## src/rtl/mem_host_bridge.sv

```systemverilog
// Host/debug burst port sharing a PicoRV32-style memory bus with the CPU, one transaction at a time.
// Latency: CPU path adds one arbitration cycle; host bursts take >= 3 cycles per word plus memory wait.
// Backpressure: host cmd/wr/rd use valid/ready; a CPU request waiting behind a host burst is stalled via cpu_mem_ready.
module mem_host_bridge #(
    parameter  int ADDR_WIDTH = 32,
    parameter  int DATA_WIDTH = 32,
    parameter  int LEN_WIDTH  = 9,
    parameter  int TIMEOUT    = 64,
    localparam int STRB_WIDTH = DATA_WIDTH / 8
) (
    input  logic                  clk,
    input  logic                  reset_n,

    input  logic                  cpu_mem_valid,
    input  logic                  cpu_mem_instr,
    output logic                  cpu_mem_ready,
    input  logic [ADDR_WIDTH-1:0] cpu_mem_addr,
    input  logic [DATA_WIDTH-1:0] cpu_mem_wdata,
    input  logic [STRB_WIDTH-1:0] cpu_mem_wstrb,
    output logic [DATA_WIDTH-1:0] cpu_mem_rdata,

    output logic                  mem_valid,
    output logic                  mem_instr,
    input  logic                  mem_ready,
    output logic [ADDR_WIDTH-1:0] mem_addr,
    output logic [DATA_WIDTH-1:0] mem_wdata,
    output logic [STRB_WIDTH-1:0] mem_wstrb,
    input  logic [DATA_WIDTH-1:0] mem_rdata,

    input  logic                  cmd_valid,
    output logic                  cmd_ready,
    input  logic                  cmd_write,
    input  logic [ADDR_WIDTH-1:0] cmd_addr,
    input  logic [LEN_WIDTH-1:0]  cmd_len,
    input  logic [STRB_WIDTH-1:0] cmd_strb,

    input  logic                  wr_valid,
    output logic                  wr_ready,
    input  logic [DATA_WIDTH-1:0] wr_data,

    output logic                  rd_valid,
    input  logic                  rd_ready,
    output logic [DATA_WIDTH-1:0] rd_data,

    input  logic                  hold_cpu,
    output logic                  cpu_reset_n,
    output logic                  busy,
    output logic                  done,
    output logic                  err
);

    localparam int TW = (TIMEOUT > 1) ? $clog2(TIMEOUT) : 1;
    localparam logic [TW-1:0] TMO_LAST = TW'((TIMEOUT > 0) ? TIMEOUT - 1 : 0);

    typedef enum logic [2:0] {
        S_IDLE,
        S_CPU,
        S_HOST_START,
        S_HOST_WDATA,
        S_HOST_ACC,
        S_HOST_RD,
        S_HOST_NEXT
    } state_t;

    state_t                state;
    logic                  h_valid;
    logic [ADDR_WIDTH-1:0] h_addr;
    logic [DATA_WIDTH-1:0] h_wdata;
    logic [STRB_WIDTH-1:0] h_wstrb;
    logic [ADDR_WIDTH-1:0] cur_addr;
    logic [LEN_WIDTH-1:0]  remain;
    logic [STRB_WIDTH-1:0] strb_q;
    logic                  write_q;
    logic [TW-1:0]         tmo;

    logic                  in_cpu;
    logic [ADDR_WIDTH-1:0] addr_inc;

    assign in_cpu   = (state == S_CPU);
    assign addr_inc = cur_addr + ADDR_WIDTH'(STRB_WIDTH);

    // The CPU owns the downstream bus only while in S_CPU; otherwise the host registers drive it (all zero outside S_HOST_ACC).
    assign mem_valid     = in_cpu ? cpu_mem_valid : h_valid;
    assign mem_instr     = in_cpu & cpu_mem_instr;
    assign mem_addr      = in_cpu ? cpu_mem_addr  : h_addr;
    assign mem_wdata     = in_cpu ? cpu_mem_wdata : h_wdata;
    assign mem_wstrb     = in_cpu ? cpu_mem_wstrb : h_wstrb;
    assign cpu_mem_ready = in_cpu & mem_ready;
    assign cpu_mem_rdata = in_cpu ? mem_rdata : '0;

    always_ff @(posedge clk or negedge reset_n) begin
        if (!reset_n) begin
            state       <= S_IDLE;
            cmd_ready   <= 1'b0;
            wr_ready    <= 1'b0;
            rd_valid    <= 1'b0;
            rd_data     <= '0;
            busy        <= 1'b0;
            done        <= 1'b0;
            err         <= 1'b0;
            cpu_reset_n <= 1'b0;
            h_valid     <= 1'b0;
            h_addr      <= '0;
            h_wdata     <= '0;
            h_wstrb     <= '0;
            cur_addr    <= '0;
            remain      <= '0;
            strb_q      <= '0;
            write_q     <= 1'b0;
            tmo         <= '0;
        end else begin
            done        <= 1'b0;
            // Release lags the end of a held burst by one cycle; the assert edge is handled at command accept.
            cpu_reset_n <= !(hold_cpu && busy);

            unique case (state)
                S_IDLE: begin
                    if (cmd_ready && cmd_valid) begin
                        state       <= S_HOST_START;
                        cmd_ready   <= 1'b0;
                        busy        <= 1'b1;
                        err         <= 1'b0;
                        cur_addr    <= cmd_addr;
                        remain      <= cmd_len;
                        strb_q      <= cmd_strb;
                        write_q     <= cmd_write;
                        cpu_reset_n <= !hold_cpu;
                    end else if (cmd_ready && cpu_mem_valid) begin
                        state     <= S_CPU;
                        cmd_ready <= 1'b0;
                    end else begin
                        cmd_ready <= 1'b1;
                    end
                end

                S_CPU: begin
                    if (mem_ready) begin
                        state     <= S_IDLE;
                        cmd_ready <= 1'b1;
                    end
                end

                S_HOST_START: begin
                    if (remain == '0) begin
                        state     <= S_IDLE;
                        busy      <= 1'b0;
                        done      <= 1'b1;
                        cmd_ready <= 1'b1;
                    end else if (write_q) begin
                        state    <= S_HOST_WDATA;
                        wr_ready <= 1'b1;
                    end else begin
                        state   <= S_HOST_ACC;
                        h_valid <= 1'b1;
                        h_addr  <= cur_addr;
                        tmo     <= '0;
                    end
                end

                S_HOST_WDATA: begin
                    if (wr_valid) begin
                        state    <= S_HOST_ACC;
                        wr_ready <= 1'b0;
                        h_valid  <= 1'b1;
                        h_addr   <= cur_addr;
                        h_wstrb  <= strb_q;
                        h_wdata  <= wr_data;
                        tmo      <= '0;
                    end
                end

                S_HOST_ACC: begin
                    if (mem_ready) begin
                        h_valid <= 1'b0;
                        h_addr  <= '0;
                        h_wstrb <= '0;
                        h_wdata <= '0;
                        if (write_q) begin
                            state <= S_HOST_NEXT;
                        end else begin
                            state    <= S_HOST_RD;
                            rd_data  <= mem_rdata;
                            rd_valid <= 1'b1;
                        end
                    end else if (TIMEOUT != 0 && tmo == TMO_LAST) begin
                        // Abort: the remainder of the burst is dropped.
                        state     <= S_IDLE;
                        h_valid   <= 1'b0;
                        h_addr    <= '0;
                        h_wstrb   <= '0;
                        h_wdata   <= '0;
                        err       <= 1'b1;
                        done      <= 1'b1;
                        busy      <= 1'b0;
                        cmd_ready <= 1'b1;
                    end else begin
                        tmo <= tmo + TW'(1);
                    end
                end

                S_HOST_RD: begin
                    if (rd_ready) begin
                        state    <= S_HOST_NEXT;
                        rd_valid <= 1'b0;
                    end
                end

                S_HOST_NEXT: begin
                    cur_addr <= addr_inc;
                    remain   <= remain - LEN_WIDTH'(1);
                    if (remain == LEN_WIDTH'(1)) begin
                        state     <= S_IDLE;
                        busy      <= 1'b0;
                        done      <= 1'b1;
                        cmd_ready <= 1'b1;
                    end else if (write_q) begin
                        state    <= S_HOST_WDATA;
                        wr_ready <= 1'b1;
                    end else begin
                        state   <= S_HOST_ACC;
                        h_valid <= 1'b1;
                        h_addr  <= addr_inc;
                        tmo     <= '0;
                    end
                end

                default: state <= S_IDLE;
            endcase
        end
    end

endmodule

```

## config.mk

```make
export PLATFORM = sky130hd
export DESIGN_NAME = mem_host_bridge
export DESIGN_NICKNAME = d
export VERILOG_FILES = /design/src/rtl/mem_host_bridge.sv
export SDC_FILE = /design/constraint.sdc
export NUM_CORES = 1
export LEC_CHECK = 0
export CORE_MARGIN = 2
export CORE_UTILIZATION = 49
export DETAILED_ROUTE_END_ITERATION = 6
export HOLD_SLACK_MARGIN = 0.06
export PLACE_DENSITY = 0.87
export SETUP_SLACK_MARGIN = 0.2
export SLEW_MARGIN = 40
export SYNTH_ARGS = -nofsm -noshare
export SYNTH_HDL_FRONTEND = slang
export SYNTH_SLANG_ARGS = --single-unit
```

## constraint.sdc

```tcl
create_clock -name clk -period 6.55 [get_ports clk]
set_clock_uncertainty 0.05 [all_clocks]
set_input_delay 1.965 -clock clk [delete_from_list [all_inputs] [get_ports clk]]
set_output_delay 1.965 -clock clk [all_outputs]
set_load 0.005 [all_outputs]
```

==> out/metrics.cfg <==
[run_status]
run_status=finished clean

[floorplanning]
top_level_ports=329
dieArea_sq_um=19300
initial_core_util=0.498
die-width_microns=139
die_h_microns=139
core-area_sq_um=17900
rows=49

[worst_setup_path]
critPathMaxFanout=7
worst_reg2reg_path_length_in_cells=5
worst-endpoint-required_ns=4.53
regToRegEndpoint=h_wdata[9]$_DFFE_PN0P_
worst-r2r-setup-slack_ns=3.44
rr_startpoint=state[1]$_DFFE_PN0P_
timing.critical_path.to=cpu_mem_ready
setup.worst_path.start=mem_ready
critical_path.startpoint_type=primary input
cp_data_arrival_time_ns=3.54
crit_path_end_kind=output port
setup.worst_path.class=primary input to output port

[detailed_routing]
detail_route_antenna_nets=0
drt_iter0_drc=911
drt_pass1_iterations=6
route.final.wire_length_microns=30700
vias_per_cell=5.72
vias=9133
drc_errors=0
routed_wire_length_per_instance_microns=19.2

[grt]
global_route_wire_length_before_repair_microns=48500
number_of_global_route_vias_before_repair=8635
gr-total-overflow=0
groute.usage.overall=0.316
pin_count_of_the_biggest_net_entering_global_routing=117
number_of_antenna_violations_at_the_first_check_in_global_routing=1

[sta]
maxClockFrequency_mhz=180
final-max-slew-violation-count=0
grt_setup_unrepaired=no
finalCriticalPeriod_ns=5.55
setup_viol_count_final=0
final.setup.tns_ns=0
transition_time_of_the_tightest_slew_check_pin_ns=0.846
layout_worst_path_cycle_share=0.848
hold_ws_ns=0.424
finalHoldViolations=0
max-slew-margin-rel=0.435

[placed_design]
place.detailed.hpwl_microns=22200
buffer_ports.inserted=328
place_congestion=0.889

[hold_path]
timing.hold.worst.class=register to register

[logic_synthesis]
synth_warnings=0
syn-instance-count=1076
syn-mean-instance-area_sq_um=8.29
postSynth.topFlopCell=sky130_fd_sc_hd__dfrtp_1
synth_sequential_area_ratio=0.457
ys_top_cells_by_area=sky130_fd_sc_hd__dfrtp_1, sky130_fd_sc_hd__nand2_1, sky130_fd_sc_hd__o21ai_0, sky130_fd_sc_hd__mux2_2, sky130_fd_sc_hd__nand3_1
synth-seq-cells=163
synthMostInstantiatedCell=sky130_fd_sc_hd__nand2_1
yosys.area.top_type_share=0.457
async_sr_flop_fraction=1.00
synth.largest_area_cell=sky130_fd_sc_hd__dfrtp_1
netlist-cell-type-count=62
synth-edff-count=0
synthesis.area_sq_um=8920
syn_nets=1268
most_frequent_cells_after_synthesis=sky130_fd_sc_hd__nand2_1, sky130_fd_sc_hd__dfrtp_1, sky130_fd_sc_hd__o21ai_0

[clock_tree]
cts-buffers-inserted=17
cts_resized=0
ctsHoldBuffers=0
post-cts-setup-buffers=0
cts_buffer_depth=2
clk_root_buf=sky130_fd_sc_hd__clkbuf_16
clk_pin_slew_ns=0.06
clock_tree_from_tritoncts=yes
clock_sinks=163
htree_levels=4
clk-insertion-delay-late_ns=0.43

[final_layout]
layout.nets=1547
sequential_cell_area_sq_um=4080
final.fill_count=1394
post_route_cells_drive_above_1_share=0.0724
syn_to_final_growth_pct=44.9
area_of_the_multi_input_gates_sq_um=4360

[power]
p_leak_nw=5.36
max-vdd-ir-drop_mv=0.287
cellPowerDensity_nw_per_um2=441

[flow_run]
timing.max_cap.violations=0

how the worst min path moves through the flow:
stage                     slack [ns]               startpoint                      end  cells after the start
final                           0.42  rd_data[25]$_DFFE_PN0P_  rd_data[25]$_DFFE_PN0P_                      2
after global routing            0.44   h_addr[21]$_DFFE_PN0P_   h_addr[21]$_DFFE_PN0P_                      2
after CTS                       0.43   h_addr[13]$_DFFE_PN0P_   h_addr[13]$_DFFE_PN0P_                      2
after detailed placement        0.41   h_addr[13]$_DFFE_PN0P_   h_addr[13]$_DFFE_PN0P_                      2
after global placement          0.40  cur_addr[1]$_DFFE_PN0P_  cur_addr[1]$_DFFE_PN0P_                      2
after floorplan                 0.39  cur_addr[1]$_DFFE_PN0P_  cur_addr[1]$_DFFE_PN0P_                      2
state kept, by name, summed over array words and instances (netlist names), 3 cells and up:
register,count
h_wdata,32
rd_data,32
h_wstrb,4
cur_addr,32
remain,9
strb_q,4
state,3
h_addr,32
tmo,6
logic make-up (layout without fill, tap and decap cells):
family | after synthesis | after routing | share of synthesized area
multiplexers | 36 | 36 | 0.0453
adder cells (fa/ha/maj) | 5 | 5 | 0.00701
AND/OR/NAND/NOR | 487 | 487 | 0.255
buffers and inverters | 128 | 420 | 0.0562
AO/OA/AOI/OAI | 257 | 257 | 0.179
flip-flops | 163 | 163 | 0.457
other | 0 | 1 | 0
placed cells by master, fill, tap and decap left out, types with 11 or more instances in the layout:
master                            count
sky130_fd_sc_hd__buf_4               11
sky130_fd_sc_hd__a211oi_1            18
sky130_fd_sc_hd__mux2_2              35
sky130_fd_sc_hd__o21ai_0            109
sky130_fd_sc_hd__nor2_1              70
sky130_fd_sc_hd__and3_1              20
sky130_fd_sc_hd__nor3_1              19
sky130_fd_sc_hd__and2_1              35
sky130_fd_sc_hd__clkbuf_16           17
sky130_fd_sc_hd__o31ai_1             19
sky130_fd_sc_hd__nand4_1             12
sky130_fd_sc_hd__nand3_1             62
sky130_fd_sc_hd__clkdlybuf4s50_1    327
sky130_fd_sc_hd__inv_1               47
sky130_fd_sc_hd__a21oi_1             43
sky130_fd_sc_hd__dfrtp_1            163
sky130_fd_sc_hd__nand2_1            217
worst max-delay path: stages:
cell                              delay, ns
sky130_fd_sc_hd__clkdlybuf4s50_1       0.61
sky130_fd_sc_hd__inv_1                 0.15
sky130_fd_sc_hd__nor3_1                0.25
sky130_fd_sc_hd__clkdlybuf4s50_1       0.56
where the power goes:
group | internal, mW | switching, mW | leakage, nW | total (mW)
Sequential | 1.45 | 0.389 | 2.01 | 1.84
Clock | 0.635 | 0.422 | 0.290 | 1.06
Combinational | 1.41 | 1.40 | 3.06 | 2.81
through the flow:
stage	std cells	worst slack, ns	utilization	area, sq um	power [mW]
floorplan	1076	2.32	-	8920	3.26
global placement	1565	0.986	0.687	12300	4.56
detailed placement	1565	1.05	0.687	12300	4.63
CTS	1597	1.02	0.721	12900	5.70
global route	1598	0.924	0.722	12900	6.09
finish	1598	0.998	0.722	12900	5.70
cell type report:
| class | count | share of cell area |
|---|---|---|
| antenna | 1 | 0.000194 |
| clock inverter | 10 | 0.0113 |
| timing repair buffer | 341 | 0.263 |
| sequential | 163 | 0.316 |
| inverter | 47 | 0.0136 |
| tap | 229 | 0.0222 |
| multi-input combinational | 785 | 0.337 |
| clock buffer | 22 | 0.0367 |
layer usage:
layer | GRT usage | vias to the layer above | part of all wire
met5 | 0 | - | 0
met4 | 0.104 | 0 | 0.029
met3 | 0.0556 | 54 | 0.075
met2 | 0.508 | 436 | 0.48
met1 | 0.437 | 4337 | 0.42
li1 | - | 4306 | -
No activity file was read; power rests on OpenSTA's default activity.
